## src/rtl/imageproc_core.sv

```systemverilog
// Command-driven frame-store processor: accepts opcodes, edits a raster frame buffer
// and scans it out as a pixel stream. Optional INVERT op enabled by IMAGEPROC_INVERT_EN.
module imageproc_core #(
    parameter int IMG_W = 16,
    parameter int IMG_H = 16
) (
    input  logic       clk,
    input  logic       rst_n,
    input  logic [3:0] cmd,
    input  logic [7:0] cmd_data,
    input  logic       cmd_valid,
    output logic       cmd_ack,
    output logic       busy,
    output logic       refresh,
    output logic       error,
    output logic [7:0] pix_data,
    output logic       pix_valid,
    output logic       pix_last
);

    localparam int XW   = $clog2(IMG_W);
    localparam int YW   = $clog2(IMG_H);
    localparam int AW   = XW + YW;
    localparam int CW   = AW + 1;
    localparam int NPIX = IMG_W * IMG_H;

    localparam logic [CW-1:0] C_LAST = CW'(NPIX - 1);
    localparam logic [CW-1:0] C_END  = CW'(NPIX);
    localparam logic [XW-1:0] X_MAX  = XW'(IMG_W - 1);

    localparam logic [3:0] OP_NOP     = 4'h0;
    localparam logic [3:0] OP_SET_X   = 4'h1;
    localparam logic [3:0] OP_SET_Y   = 4'h2;
    localparam logic [3:0] OP_WRITE   = 4'h3;
    localparam logic [3:0] OP_FILL    = 4'h4;
    localparam logic [3:0] OP_INVERT  = 4'h5;
    localparam logic [3:0] OP_REFRESH = 4'h6;
    localparam logic [3:0] OP_CLR_ERR = 4'hF;

    typedef enum logic [2:0] {S_IDLE, S_ACK, S_FILL, S_INV, S_SCAN} state_t;

    state_t          r_state;
    state_t          w_state_next;
    logic            r_armed;
    logic            r_ack;
    logic            r_error;
    logic            r_pix_valid;
    logic            r_pix_last;
    logic [XW-1:0]   r_x;
    logic [YW-1:0]   r_y;
    logic [CW-1:0]   r_cnt;
    logic [7:0]      r_data;
    logic [7:0]      r_rd_data;
    logic [7:0]      r_mem [NPIX];

    logic            w_accept;
    logic            w_op_illegal;
    logic            w_we;
    logic [AW-1:0]   w_waddr;
    logic [AW-1:0]   w_raddr;
    logic [7:0]      w_wdata;

    assign w_accept = (r_state == S_IDLE) && cmd_valid && r_armed;

    always_comb begin
        w_op_illegal = 1'b1;
        case (cmd)
            OP_NOP, OP_SET_X, OP_SET_Y, OP_WRITE,
            OP_FILL, OP_REFRESH, OP_CLR_ERR: w_op_illegal = 1'b0;
`ifdef IMAGEPROC_INVERT_EN
            OP_INVERT:                       w_op_illegal = 1'b0;
`endif
            default:                         w_op_illegal = 1'b1;
        endcase
    end

    always_ff @(posedge clk or negedge rst_n) begin
        if (!rst_n) r_state <= S_IDLE;
        else        r_state <= w_state_next;
    end

    always_comb begin
        w_state_next = r_state;
        case (r_state)
            S_IDLE: begin
                if (w_accept) begin
                    case (cmd)
                        OP_FILL:    w_state_next = S_FILL;
`ifdef IMAGEPROC_INVERT_EN
                        OP_INVERT:  w_state_next = S_INV;
`endif
                        OP_REFRESH: w_state_next = S_SCAN;
                        default:    w_state_next = S_ACK;
                    endcase
                end
            end
            S_ACK:         w_state_next = S_IDLE;
            S_FILL, S_INV: if (r_cnt == C_LAST) w_state_next = S_IDLE;
            // Scan runs one extra count so the last read can drain through the read register.
            S_SCAN:        if (r_cnt == C_END) w_state_next = S_IDLE;
            default:       w_state_next = S_IDLE;
        endcase
    end

    always_ff @(posedge clk or negedge rst_n) begin
        if (!rst_n) begin
            r_armed     <= 1'b1;
            r_ack       <= 1'b0;
            r_error     <= 1'b0;
            r_x         <= '0;
            r_y         <= '0;
            r_cnt       <= '0;
            r_data      <= '0;
            r_pix_valid <= 1'b0;
            r_pix_last  <= 1'b0;
        end else begin
            r_ack <= w_accept;
            if (w_accept)       r_armed <= 1'b0;
            else if (!cmd_valid) r_armed <= 1'b1;

            if (w_accept) begin
                r_data <= cmd_data;
                case (cmd)
                    OP_SET_X: begin
                        if (9'(cmd_data) < 9'(IMG_W)) r_x <= cmd_data[XW-1:0];
                        else                         r_error <= 1'b1;
                    end
                    OP_SET_Y: begin
                        if (9'(cmd_data) < 9'(IMG_H)) r_y <= cmd_data[YW-1:0];
                        else                         r_error <= 1'b1;
                    end
                    OP_WRITE: begin
                        r_x <= r_x + 1'b1;
                        if (r_x == X_MAX) r_y <= r_y + 1'b1;
                    end
                    OP_CLR_ERR: r_error <= 1'b0;
                    default:    if (w_op_illegal) r_error <= 1'b1;
                endcase
            end

            if ((r_state inside {S_FILL, S_INV, S_SCAN}) && (w_state_next != S_IDLE))
                r_cnt <= r_cnt + 1'b1;
            else
                r_cnt <= '0;

            r_pix_valid <= (r_state == S_SCAN) && (r_cnt != C_END);
            r_pix_last  <= (r_state == S_SCAN) && (r_cnt == C_LAST);
        end
    end

    always_comb begin
        w_we    = 1'b0;
        w_waddr = {r_y, r_x};
        w_wdata = cmd_data;
        if (w_accept && (cmd == OP_WRITE)) w_we = 1'b1;
        if (r_state == S_FILL) begin
            w_we    = 1'b1;
            w_waddr = r_cnt[AW-1:0];
            w_wdata = r_data;
        end
`ifdef IMAGEPROC_INVERT_EN
        // Read of pixel k lands in r_rd_data one cycle ahead of its write-back.
        if (r_state == S_INV) begin
            w_we    = 1'b1;
            w_waddr = r_cnt[AW-1:0];
            w_wdata = ~r_rd_data;
        end
`endif
    end

`ifdef IMAGEPROC_INVERT_EN
    assign w_raddr = (r_state == S_INV) ? r_cnt[AW-1:0] + 1'b1 : r_cnt[AW-1:0];
`else
    assign w_raddr = r_cnt[AW-1:0];
`endif

    always_ff @(posedge clk) begin
        if (w_we) r_mem[w_waddr] <= w_wdata;
        r_rd_data <= r_mem[w_raddr];
    end

    assign cmd_ack   = r_ack;
    assign busy      = r_state inside {S_FILL, S_INV, S_SCAN};
    assign refresh   = (r_state == S_SCAN);
    assign error     = r_error;
    assign pix_valid = r_pix_valid;
    assign pix_last  = r_pix_last;
    assign pix_data  = r_pix_valid ? r_rd_data : 8'h00;

endmodule

```

## config.mk

```make
export PLATFORM = sky130hd
export DESIGN_NAME = imageproc_core
export DESIGN_NICKNAME = d
export VERILOG_FILES = /design/src/rtl/imageproc_core.sv
export SDC_FILE = /design/constraint.sdc
export NUM_CORES = 2
export LEC_CHECK = 0
export CORE_MARGIN = 5
export CORE_UTILIZATION = 46
export CTS_CLUSTER_DIAMETER = 150
export DETAILED_ROUTE_END_ITERATION = 16
export GPL_TIMING_DRIVEN = 0
export PLACE_DENSITY = 0.64
export REMOVE_ABC_BUFFERS = 1
export SLEW_MARGIN = 20
export SYNTH_ARGS = -nofsm -noshare
export SYNTH_HDL_FRONTEND = slang
export SYNTH_SLANG_ARGS = --single-unit
```

## constraint.sdc

```tcl
create_clock -name clk -period 5.2 [get_ports clk]
set_clock_uncertainty 0.2 [all_clocks]
set_input_delay 0.78 -clock clk [delete_from_list [all_inputs] [get_ports clk]]
set_output_delay 0.78 -clock clk [all_outputs]
set_load 0.005 [all_outputs]
```

==> flow_metrics.env <==
export IMPL_status="completed"
export IMPL_arrival_ns=5.33
export IMPL_grt_setup_unrepaired="yes"
export IMPL_gp_congestion=0.795
export IMPL_met2_length_mm=101
export IMPL_synthCells=4042
export IMPL_clockBufferDepth=3
export IMPL_cts_root_buf="clkbuf_16"
export IMPL_drc_errors=0
export IMPL_totalPowerFinal_mw=42.3
export IMPL_layout_drive_gt1_share=0.207
export IMPL_final_min_clock_period_ns=5.10
export IMPL_relSlewSlack=0.129
export IMPL_setup_slack_ns=0.101
export IMPL_grt_usage=0.224
export IMPL_dp_slack_ns=-0.524
export IMPL_regArea_mm2=0.0625
export IMPL_synth_edf_count=2048
export IMPL_wirelength_mm=209
export IMPL_antenna_left=0
export IMPL_drt_pass1_iter_count=5
export IMPL_wl_per_cell_um=31.4
export IMPL_grt_ovfl_total=0
export IMPL_crit_fanout=16
export IMPL_die_area_mm2=0.186
export IMPL_die_y_um=431
export IMPL_initial_core_util=0.463
export IMPL_grt_pass1_vias=40900
export IMPL_htreeDepth=4
export IMPL_portBuffers=28
export IMPL_vdd_drop_max_uv=424
export IMPL_mostFrequentLayoutCells="edfxtp_1 (2048), mux4_2 (411), nor2_1 (290), mux2i_1 (254), clkbuf_16 (207)"
export IMPL_finalCritPeriodShare=0.981
export IMPL_seq_area_frac_synth=0.767
export IMPL_worst_slew_pin_slew_ns=1.29
export IMPL_yosys_warnings=0
export IMPL_crit_path_start_kind="flip-flop"
export IMPL_rows=154
export IMPL_cts_setup_buffers=0
export IMPL_end_kind="flip-flop"
export IMPL_cts_sinks=2089
export IMPL_wl_met1_mm=82.0
export IMPL_fillCellCount=13600
export IMPL_cp_required_ns=5.43
export IMPL_io_pins=29
export IMPL_holdWs_ns=0.161
export IMPL_p_per_area_mw_per_mm2=458
export IMPL_leakagePower_nw=27.8
export IMPL_numCtsBuffers=199
export IMPL_max_freq_mhz=196
export IMPL_synth_main_ff_cell="edfxtp_1"
export IMPL_clk_pin_slew_ns=0.06
export IMPL_grt_max_degree=73
export IMPL_synth_distinct_cells=70
export IMPL_cts_tree="built"
export IMPL_vias=40700
export IMPL_critical_path_class="flip-flop to flip-flop"
export IMPL_async_flop_share=0.0158
export IMPL_place_hpwl_mm=126
export IMPL_drv_slew=0
export IMPL_hold_path_class="primary input to asynchronous set/reset pin"
export IMPL_synth_area_per_cell_um2=20.2
export IMPL_multiInputGateArea_mm2=0.0180
export IMPL_final_common_cell="edfxtp_1"
export IMPL_nNetsFinal=4147
export IMPL_layout_area_overhead_vs_synth_pct=13.5
export IMPL_topRoutingLayerUsed="met5"
export IMPL_die_width_um=431
export IMPL_synth_seq_cells=2089
export IMPL_maxCapViolCount=0
export IMPL_coreArea_mm2=0.176
export IMPL_syn_cell_area_mm2=0.0815
export IMPL_hold_viol=0
export IMPL_clock_latency_ns=0.82
export IMPL_dr_first_iter_drc_count=5358
export IMPL_antenna_found_initial=8
export IMPL_grt_pass1_wl_mm=299
export IMPL_wl_met3_mm=17.0
export IMPL_finalSetupViolCount=0
export IMPL_vias_per_cell=6.14
==> through the flow <==
stage                     utilization  std cells  setup TNS, ns  area [µm²]
final                           0.525       6633              0       92400
after global routing            0.525       6632          -4.72       92400
after CTS                       0.525       6631              0       92400
after detailed placement        0.489       6265        -278.58       86000
after global placement          0.474       6169              -       83400
after floorplan                     -       3801              -       80200
==> repair_timing <==
action,CTS,global route
resized for setup,12,8
hold endpoints to repair,33,0
pin swaps,0,0
endpoints found under the setup margin,896,202
hold buffers,1,0
==> power by group <==
part | switching [mW] | total, mW | internal, mW
logic | 4.67 | 7.52 | 2.85
registers | 0.159 | 20.6 | 20.4
clock network | 6.13 | 14.2 | 8.08
==> worst max-delay path, cell delays in order, from the launching register on <==
cell and delay [ns]:
dfrtp_1 1.13, clkinv_2 0.61, nor2_2 0.69, nand2_1 0.14
o31ai_2 0.26, nand2_1 0.74, nor2_1 0.89
==> cell usage after synthesis, types with 7 or more instances <==
cell | instances | area (µm²)
a211o_1 | 15 | 131
a211oi_1 | 25 | 188
a21oi_1 | 51 | 255
a221oi_1 | 15 | 131
a22o_1 | 21 | 184
a22oi_1 | 45 | 338
a31oi_1 | 9 | 56.3
and2_1 | 11 | 68.8
buf_1 | 16 | 60.1
buf_2 | 85 | 425
buf_4 | 29 | 218
buf_6 | 16 | 180
clkbuf_1 | 94 | 353
dfrtp_1 | 32 | 801
dfxtp_1 | 8 | 160
edfxtp_1 | 2048 | 61500
inv_1 | 11 | 41.3
mux2_2 | 37 | 417
mux2i_1 | 254 | 2540
mux4_2 | 411 | 9260
nand2_1 | 167 | 627
nand3_1 | 22 | 110
nand3b_1 | 7 | 52.6
nor2_1 | 309 | 1160
nor2b_1 | 10 | 62.6
nor3_1 | 21 | 105
o21ai_0 | 57 | 285
o221ai_1 | 70 | 613
o22ai_1 | 39 | 244
o31ai_1 | 10 | 75.1
==> routing by layer <==
metal | up-vias | track usage
met3 | 383 | 0.0449
li1 | 16900 | -
met2 | 1912 | 0.357
met1 | 21500 | 0.306
met5 | - | 0
met4 | 2 | 0.0875
==> state kept, by name, summed over array words and instances (netlist names) <==
| signal | flops |
|---|---|
| error | 1 |
| pix_valid | 1 |
| pix_last | 1 |
| r_data | 8 |
| cmd_ack | 1 |
| r_armed | 1 |
| r_cnt | 9 |
| r_rd_data | 8 |
| r_mem | 2048 |
| r_y | 4 |
| r_state | 3 |
| r_x | 4 |
==> cell families (layout without fill, tap and decap cells) <==
kind of cell               count (synthesis)  count (layout)  share of synthesized area
DFF                                     2089            2089                      0.767
muxes                                    702             702                      0.150
and+or+nand+nor                          581             581                     0.0297
AOI/OAI and AO/OA                        405             405                     0.0359
buffers and inverters                    254             503                     0.0160
xor gates and xnor gates                   6               6                   0.000645
adders and majority gates                  5               5                   0.000768
other                                      0               2                          0
==> layout make-up <==
cell class / instances / area share
Tap cell: 2340 / 0.0317
Inverter: 13 / 0.000636
Clock buffer: 269 / 0.0587
Timing Repair Buffer: 125 / 0.0285
Multi-Input combinational cell: 1699 / 0.195
Sequential cell: 2089 / 0.676
Clock inverter: 96 / 0.00967
Antenna cell: 2 / 0.0000541
==> final timing paths <==
check	startpoint	end	slack (ns)	depth (start not counted)
setup reg to reg	r_cnt[6]	r_mem[95][4]	0.10	6
max in group asynchronous	rst_n	r_cnt[5]	4.20	3
hold / removal	rst_n	error	0.16	2
hold reg to reg	r_data[2]	r_data[2]	0.28	2
setup / recovery	r_cnt[6]	r_mem[95][4]	0.10	6
min in group clk	r_data[2]	r_data[2]	0.28	2
(Power assumes the default switching activity.)
